$ cat src/rtl/ctu_clst_pkg.sv
// Shared state encoding and helpers for the CTU cluster clock/reset sequencer.
package ctu_clst_pkg;

    localparam int SEQ_STATE_W = 3;

    typedef enum logic [SEQ_STATE_W-1:0] {
        S_OFF      = 3'd0,
        S_RAMP_UP  = 3'd1,
        S_RST_HOLD = 3'd2,
        S_RUN      = 3'd3,
        S_DBG      = 3'd4,
        S_RAMP_DN  = 3'd5
    } seq_state_e;

    function automatic int max3(input int a, input int b, input int c);
        int m;
        m = (a > b) ? a : b;
        return (m > c) ? m : c;
    endfunction

endpackage

$ cat src/rtl/ctu_clst_timer.sv
// Loadable down-counter shared by every timed state of the sequencer; done while it rests at zero.
module ctu_clst_timer
    import ctu_clst_pkg::*;
#(
    parameter int CNT_W = 8
) (
    input  logic             clk,
    input  logic             rst,
    input  logic             load,
    input  logic [CNT_W-1:0] value,
    output logic             done
);

    logic [CNT_W-1:0] cnt_q, cnt_d;

    always_comb begin
        cnt_d = cnt_q;
        if (load) begin
            cnt_d = value;
        end else if (cnt_q != '0) begin
            cnt_d = cnt_q - CNT_W'(1);
        end
    end

    always_ff @(posedge clk or posedge rst) begin
        if (rst) begin
            cnt_q <= '0;
        end else begin
            cnt_q <= cnt_d;
        end
    end

    assign done = (cnt_q == '0);

endmodule

$ cat src/rtl/ctu_clst_seq.sv
// Cluster clock/reset sequencer: staggered cken ramp, global reset hold, debug-init pulses.
// Optional feature macro: CTU_CLST_SEQ_DBGINIT_EN (DBG state with its own gdbginit_l pulse).
module ctu_clst_seq
    import ctu_clst_pkg::*;
#(
    parameter int NUM_CLST = 8,
    parameter int STAGGER  = 4,
    parameter int RST_HOLD = 16,
    parameter int DBG_HOLD = 8,
    parameter int CNT_W    = 8
) (
    input  logic                   gclk,
    input  logic                   arst,
    input  logic                   start,
    input  logic [NUM_CLST-1:0]    cken_mask,
    input  logic                   stop_req,
    output logic                   stop_ack,
    input  logic                   dbg_req,
    output logic                   dbg_ack,
    output logic [NUM_CLST-1:0]    cluster_cken,
    output logic                   grst_l,
    output logic                   gdbginit_l,
    output logic [SEQ_STATE_W-1:0] seq_state,
    output logic                   busy
);

    localparam int TMAX  = max3(STAGGER, RST_HOLD, DBG_HOLD);
    localparam int IDX_W = $clog2(NUM_CLST + 1);

    localparam logic [CNT_W-1:0] STAG_M1 = CNT_W'(STAGGER - 1);
    localparam logic [CNT_W-1:0] RST_M1  = CNT_W'(RST_HOLD - 1);
    localparam logic [IDX_W-1:0] IDX_TOP = IDX_W'(NUM_CLST - 1);
    localparam logic [IDX_W-1:0] IDX_END = IDX_W'(NUM_CLST);

    if (STAGGER < 1 || RST_HOLD < 1 || DBG_HOLD < 1) begin : g_bad_hold
        $error("ctu_clst_seq: STAGGER, RST_HOLD and DBG_HOLD must be >= 1");
    end
    if (CNT_W < 31) begin : g_cnt_chk
        if ((1 << CNT_W) <= TMAX) begin : g_bad_cnt_w
            $error("ctu_clst_seq: CNT_W too narrow for the longest hold time");
        end
    end

    seq_state_e          state_q, state_d;
    logic [IDX_W-1:0]    idx_q, idx_d;
    logic [NUM_CLST-1:0] mask_q, mask_d;
    logic [NUM_CLST-1:0] cken_q, cken_d;
    logic                grst_l_q, grst_l_d;
    logic                gdbg_l_q, gdbg_l_d;
    logic                stop_pend_q, stop_pend_d;
    logic                stop_ack_q, stop_ack_d;
    logic                dbg_ack_q, dbg_ack_d;
    logic                start_q;
    logic                tmr_load;
    logic [CNT_W-1:0]    tmr_val;
    logic                tmr_done;
`ifndef CTU_CLST_SEQ_DBGINIT_EN
    logic                dbg_req_q;
`endif

    ctu_clst_timer #(.CNT_W(CNT_W)) u_timer (
        .clk   (gclk),
        .rst   (arst),
        .load  (tmr_load),
        .value (tmr_val),
        .done  (tmr_done)
    );

    always_comb begin
        state_d     = state_q;
        idx_d       = idx_q;
        mask_d      = mask_q;
        cken_d      = cken_q;
        grst_l_d    = grst_l_q;
        gdbg_l_d    = gdbg_l_q;
        stop_pend_d = stop_pend_q;
        stop_ack_d  = 1'b0;
        dbg_ack_d   = 1'b0;
        tmr_load    = 1'b0;
        tmr_val     = '0;

        case (state_q)
            S_OFF: begin
                if (start && !start_q) begin
                    state_d     = S_RAMP_UP;
                    idx_d       = '0;
                    mask_d      = cken_mask;
                    stop_pend_d = 1'b0;
                    tmr_load    = 1'b1;
                end
            end
            S_RAMP_UP: begin
                if (stop_req) stop_pend_d = 1'b1;
                if (tmr_done) begin
                    if (idx_q == IDX_END) begin
                        state_d  = S_RST_HOLD;
                        tmr_load = 1'b1;
                        tmr_val  = RST_M1;
                    end else begin
                        // Masked slots still burn their STAGGER cycles so timing is mask-independent.
                        for (int i = 0; i < NUM_CLST; i++) begin
                            if (idx_q == IDX_W'(i)) cken_d[i] = cken_q[i] | mask_q[i];
                        end
                        idx_d    = idx_q + IDX_W'(1);
                        tmr_load = 1'b1;
                        tmr_val  = STAG_M1;
                    end
                end
            end
            S_RST_HOLD: begin
                if (stop_req) stop_pend_d = 1'b1;
                if (tmr_done) begin
                    grst_l_d = 1'b1;
                    gdbg_l_d = 1'b1;
                    state_d  = S_RUN;
                end
            end
            S_RUN: begin
                if (stop_req || stop_pend_q) begin
                    state_d     = S_RAMP_DN;
                    grst_l_d    = 1'b0;
                    stop_pend_d = 1'b0;
                    idx_d       = IDX_TOP;
                    tmr_load    = 1'b1;
                end
`ifdef CTU_CLST_SEQ_DBGINIT_EN
                else if (dbg_req) begin
                    state_d  = S_DBG;
                    gdbg_l_d = 1'b0;
                    tmr_load = 1'b1;
                    tmr_val  = CNT_W'(DBG_HOLD - 1);
                end
`endif
            end
`ifdef CTU_CLST_SEQ_DBGINIT_EN
            S_DBG: begin
                if (stop_req) stop_pend_d = 1'b1;
                // First expiry releases gdbginit_l, the extra cycle after it carries the ack.
                if (tmr_done) begin
                    if (!gdbg_l_q) begin
                        gdbg_l_d = 1'b1;
                        tmr_load = 1'b1;
                    end else begin
                        dbg_ack_d = 1'b1;
                        state_d   = S_RUN;
                    end
                end
            end
`endif
            S_RAMP_DN: begin
                if (tmr_done) begin
                    if (idx_q == IDX_END) begin
                        state_d    = S_OFF;
                        stop_ack_d = 1'b1;
                        gdbg_l_d   = 1'b0;
`ifdef CTU_CLST_SEQ_DBGINIT_EN
                        dbg_ack_d  = dbg_req;
`endif
                    end else begin
                        for (int i = 0; i < NUM_CLST; i++) begin
                            if (idx_q == IDX_W'(i)) cken_d[i] = 1'b0;
                        end
                        tmr_load = 1'b1;
                        if (idx_q == '0) begin
                            idx_d = IDX_END;
                        end else begin
                            idx_d   = idx_q - IDX_W'(1);
                            tmr_val = STAG_M1;
                        end
                    end
                end
            end
            default: state_d = S_OFF;
        endcase

`ifndef CTU_CLST_SEQ_DBGINIT_EN
        gdbg_l_d  = grst_l_d;
        dbg_ack_d = dbg_req & ~dbg_req_q;
`endif
    end

    always_ff @(posedge gclk or posedge arst) begin
        if (arst) begin
            state_q     <= S_OFF;
            idx_q       <= '0;
            mask_q      <= '0;
            cken_q      <= '0;
            grst_l_q    <= 1'b0;
            gdbg_l_q    <= 1'b0;
            stop_pend_q <= 1'b0;
            stop_ack_q  <= 1'b0;
            dbg_ack_q   <= 1'b0;
            start_q     <= 1'b1;
`ifndef CTU_CLST_SEQ_DBGINIT_EN
            dbg_req_q   <= 1'b0;
`endif
        end else begin
            state_q     <= state_d;
            idx_q       <= idx_d;
            mask_q      <= mask_d;
            cken_q      <= cken_d;
            grst_l_q    <= grst_l_d;
            gdbg_l_q    <= gdbg_l_d;
            stop_pend_q <= stop_pend_d;
            stop_ack_q  <= stop_ack_d;
            dbg_ack_q   <= dbg_ack_d;
            start_q     <= start;
`ifndef CTU_CLST_SEQ_DBGINIT_EN
            dbg_req_q   <= dbg_req;
`endif
        end
    end

    assign cluster_cken = cken_q;
    assign grst_l       = grst_l_q;
    assign gdbginit_l   = gdbg_l_q;
    assign stop_ack     = stop_ack_q;
    assign dbg_ack      = dbg_ack_q;
    assign seq_state    = state_q;
    assign busy         = (state_q != S_OFF);

endmodule
$ cat config.mk
export PLATFORM = sky130hd
export DESIGN_NAME = ctu_clst_seq
export DESIGN_NICKNAME = d
export VERILOG_FILES = /design/src/rtl/ctu_clst_pkg.sv /design/src/rtl/ctu_clst_timer.sv /design/src/rtl/ctu_clst_seq.sv
export SDC_FILE = /design/constraint.sdc
export NUM_CORES = 1
export LEC_CHECK = 0
export CORE_MARGIN = 10
export CORE_UTILIZATION = 58
export CTS_CLUSTER_DIAMETER = 80
export DETAILED_ROUTE_END_ITERATION = 12
export GPL_ROUTABILITY_DRIVEN = 1
export PLACE_DENSITY = 0.84
export SYNTH_ARGS = -nofsm -noshare
export SYNTH_HDL_FRONTEND = slang
export SYNTH_HIERARCHICAL = 1
export SYNTH_SLANG_ARGS = --single-unit
$ cat constraint.sdc
create_clock -name gclk -period 7.3 [get_ports gclk]
set_clock_uncertainty 0.1 [all_clocks]
set_input_delay 0.73 -clock gclk [delete_from_list [all_inputs] [get_ports gclk]]
set_output_delay 0.73 -clock gclk [all_outputs]
set_load 0.005 [all_outputs]
==> results.txt <==
The worst slew slack as a fraction of its limit is 28.3%. The maximum fanout count along the critical path is 17. The wire-length estimate of the detail-placed layout is 3400 um. The width of the chip is 79.1 um. The clock period minus worst slack came out at 3310 ps. VDD sags by at most 0.200 mV. The worst setup slack for register-to-register paths came out at 3990 ps. The run finished with clean final reports.

The clock network accounts for 18.4% of the total power. The minimum setup slack in the final design came out at 3990 ps. The gate count after technology mapping is 195. Setup violations remaining at the end of the flow were counted as 0. The number of maximum-capacitance violations is 0. The root buffer cell chosen for the clock tree is clkbuf_4.

Buffers inserted during clock tree synthesis total 5. The standard cell core area came out at 3360 um2. The number of flops mapped to enable cells by yosys came out at 0. The most used flip-flop cell after synthesis is dfrtp_1. The total overflow left after global routing is 0. The transition at the pin with the smallest max-transition slack came out at 1070 ps. The vias after detailed routing came out at 1,619. The arrival time of data at the critical path endpoint came out at 3450 ps. The cell area after synthesis is 2030 um2.

Once layout is complete, the cells apart from fillers number 269. The tightest min-delay check is of the reg -> reg type. The number of gates resized after CTS was 0.

The detailed-router iteration count before antenna repair is 4. The warning count from the yosys run is 6. The total buffers and inverters traversed by the critical path came out at 1.

The number of core rows came out at 21. The async set-reset flop share out of synthesis came out at 100%. For this run, the total global-route usage over all layers was measured as 15.3%. The finished layout cell area came out at 2370 um2.

The final net count is 240. The clock latency of the later-clocked register in the worst-skew pair came out at 350 ps. The number of buffers added to fix hold violations after cts came out at 0.

Post-CTS timing repair inserted 0 buffers for setup. A synthesized cell averages 10.4 um2. The final clock period utilization by the worst path is 45.4%.

Sequential cells account for 42.7% of the total power. Synthesis inferred 37 register bits. The post-synthesis sequential area ratio came out at 45.8%. In this design, the stage delay of the slowest critical-path cell is 590 ps. The maximum level of the CTS H-tree came out at 2. The overall die area came out at 6260 um2.

The final routed DRC violation total is 0. The worst setup path is captured at a flop. The power density over the cells is 344 nW/um2. The clock tree buffer depth came out at 2. The cell depth of the worst min-delay path is 1. The first global-routing pass estimated 7720 um of wire. The pin count of the biggest net entering global routing is 30. The accumulated negative setup slack came out at 0 ps. The critical path's top delay family is simple AND/OR/NAND/NOR gates. Summed over all cells, the static leakage comes to 0.986 nW. Traced cell by cell, the critical path runs through inv_1 > ha_1 > or4b_1 > nor2_2 > nand3b_1 > nor2_1 > o21a_1 > nor3_1 > a221o_1. The routed wire length is 4630 um.

The final number of hold-violating endpoints is 0. In this run switching power makes up 36.7% of total power. After the first detailed-routing iteration, the DRC count stood at 82. The post-detailed-placement cell area came out at 2280 um2.

The worst register-to-register path ends at u_timer/cnt_q[7]. The number of cells on the worst reg-to-reg path came out at 9. The worst-case hold slack is 317 ps. Once the floorplan was initialized, standard cells occupied 60.2% of the core. The slowest stage of the critical path belongs to the cell or4b_1. The critical path startpoint category is a flop. For the worst setup path, the data required time is 7440 ps.

The source of the worst hold timing path is dbg_req_q. The clock-pin slew on the worst setup and hold paths came out at 110 ps. The achievable frequency is 302 MHz. Dividing the detail-routed via count by the number of cells gives 6.02. TritonCTS built the clock tree. Compared with the post-synthesis result, the final layout area differs by 16.9%. Leaving out fill and tap cells, the most frequent cells in the layout are 36 x dfrtp_1, 28 x clkdlybuf4s50_1, 12 x a21oi_1, 11 x nor2_1, 11 x a31oi_1. Setup repair after global routing left no endpoint under its margin.

The netlist uses 58 different library cells. The number of sinks on the clock net came out at 37. The worst register-to-register path begins at u_timer/cnt_q[0]. In this run the remaining antenna-violating nets after routing total 0.

For hold timing, the worst endpoint is dbg_ack. The total instance count after detailed placement is 261. The count of final max-slew check failures is 0.

The library cell used most frequently in the layout, excluding fill and tap cells, is dfrtp_1. The critical path in this run is classified as reg -> reg. The via count of the first global-routing pass came to 1,619. In the final routed layout, each cell accounts on average for 17.2 um. From bottom edge to top edge, the die measures 79.1 um. The number of antenna diodes came out at 0. In the final layout, the share of cells above drive strength 1 is 12.6%.

The top-level port count came out at 29. The combinational share of power is 38.9%. The initial antenna violation count is 0. The final weighted congestion in routability-driven placement is 0.906.

The worst setup slack after placement came out at 4040 ps. In this run the power spent charging and discharging nets is 0.299 mW. The internal power of the cells totals 0.516 mW.

The number of buffers added on ports is 28.
-- registers in the layout (all words and copies together), names as in the netlist --
register,flops
gdbginit_l,1
idx_q,4
mask_q,8
seq_state,3
cluster_cken,8
stop_ack,1
stop_pend_q,1
dbg_ack,1
dbg_req_q,1
start_q,1
u_timer/cnt_q,8
-- power by group through the flow --
stage | sequential, mW | combinational (mW) | clock, mW
after floorplan | 0.320 | 0.264 | 0
after global placement | 0.342 | 0.297 | 0
after detailed placement | 0.351 | 0.313 | 0
after CTS | 0.347 | 0.316 | 0.152
after global routing | 0.357 | 0.347 | 0.164
final | 0.348 | 0.317 | 0.150
-- stage by stage --
step	total power [mW]	util [%]
finish	0.815	70.4
global placement	0.639	67.7
floorplan	0.584	-
CTS	0.814	70.4
detailed placement	0.664	67.7
global route	0.869	70.4
-- cell type report --
cell class	instances	area (um2)
clock buffers	6	51.3
fillers	279	996
flip-flops and latches	37	927
repair buffers	28	280
multi-input cells	142	983
well taps	46	57.6
clock inverters	2	37.5
inverters	8	30.0
-- Yosys cell counts, types with 3 or more instances --
cell | instances | area, um2
inv_1 | 8 | 30.0
nor2_1 | 11 | 41.3
dfrtp_1 | 36 | 901
o21ai_0 | 5 | 25.0
and3_1 | 3 | 18.8
a31oi_1 | 11 | 68.8
ha_1 | 5 | 62.6
nor2b_1 | 9 | 56.3
nand2b_1 | 3 | 18.8
mux2_2 | 8 | 90.1
clkbuf_8 | 3 | 41.3
nor3_1 | 9 | 45.0
o21a_1 | 3 | 22.5
nand3b_1 | 3 | 22.5
a21oi_1 | 12 | 60.1
o31ai_1 | 4 | 30.0
nand2_1 | 10 | 37.5
-- kinds of logic after synthesis --
family	share of synthesized area, %
compound gates	20.4
buf+inv	6.24
simple gates	17.6
mux	4.94
other cells	0.185
flops	45.8
fa+ha+maj	3.09
xor+xnor	1.73
-- metal layers --
metal	share of wire (%)	global-route usage (%)	vias up	routed length (um)
li1	-	-	759	-
met1	43	18.7	783	2010
met2	48	24.6	70	2240
met3	6.7	4.62	7	310
met4	1.4	6.45	0	67
met5	0	0	-	0
-- worst max-delay path by stage --
stage                           startpoint               end  slack, ps  cells after the start
after detailed placement  u_timer/cnt_q[0]  u_timer/cnt_q[7]       4040                      9
after global placement    u_timer/cnt_q[0]  u_timer/cnt_q[7]       4220                      9
after CTS                 u_timer/cnt_q[0]  u_timer/cnt_q[7]       4030                      9
after global routing      u_timer/cnt_q[0]  u_timer/cnt_q[7]       3750                      9
final                     u_timer/cnt_q[0]  u_timer/cnt_q[7]       3990                      9
after floorplan           u_timer/cnt_q[0]  u_timer/cnt_q[6]       4430                     12
-- worst register-to-register path: cells and delay by family, from the launching register on --
family | cells | cell delay [ps]
AO/OA/AOI/OAI | 2 | 800
buffers and inverters | 1 | 100
flip-flops | 1 | 440
adder cells (fa/ha/maj) | 1 | 240
AND/OR/NAND/NOR | 5 | 1540
No activity file was read; power rests on OpenSTA's default activity.
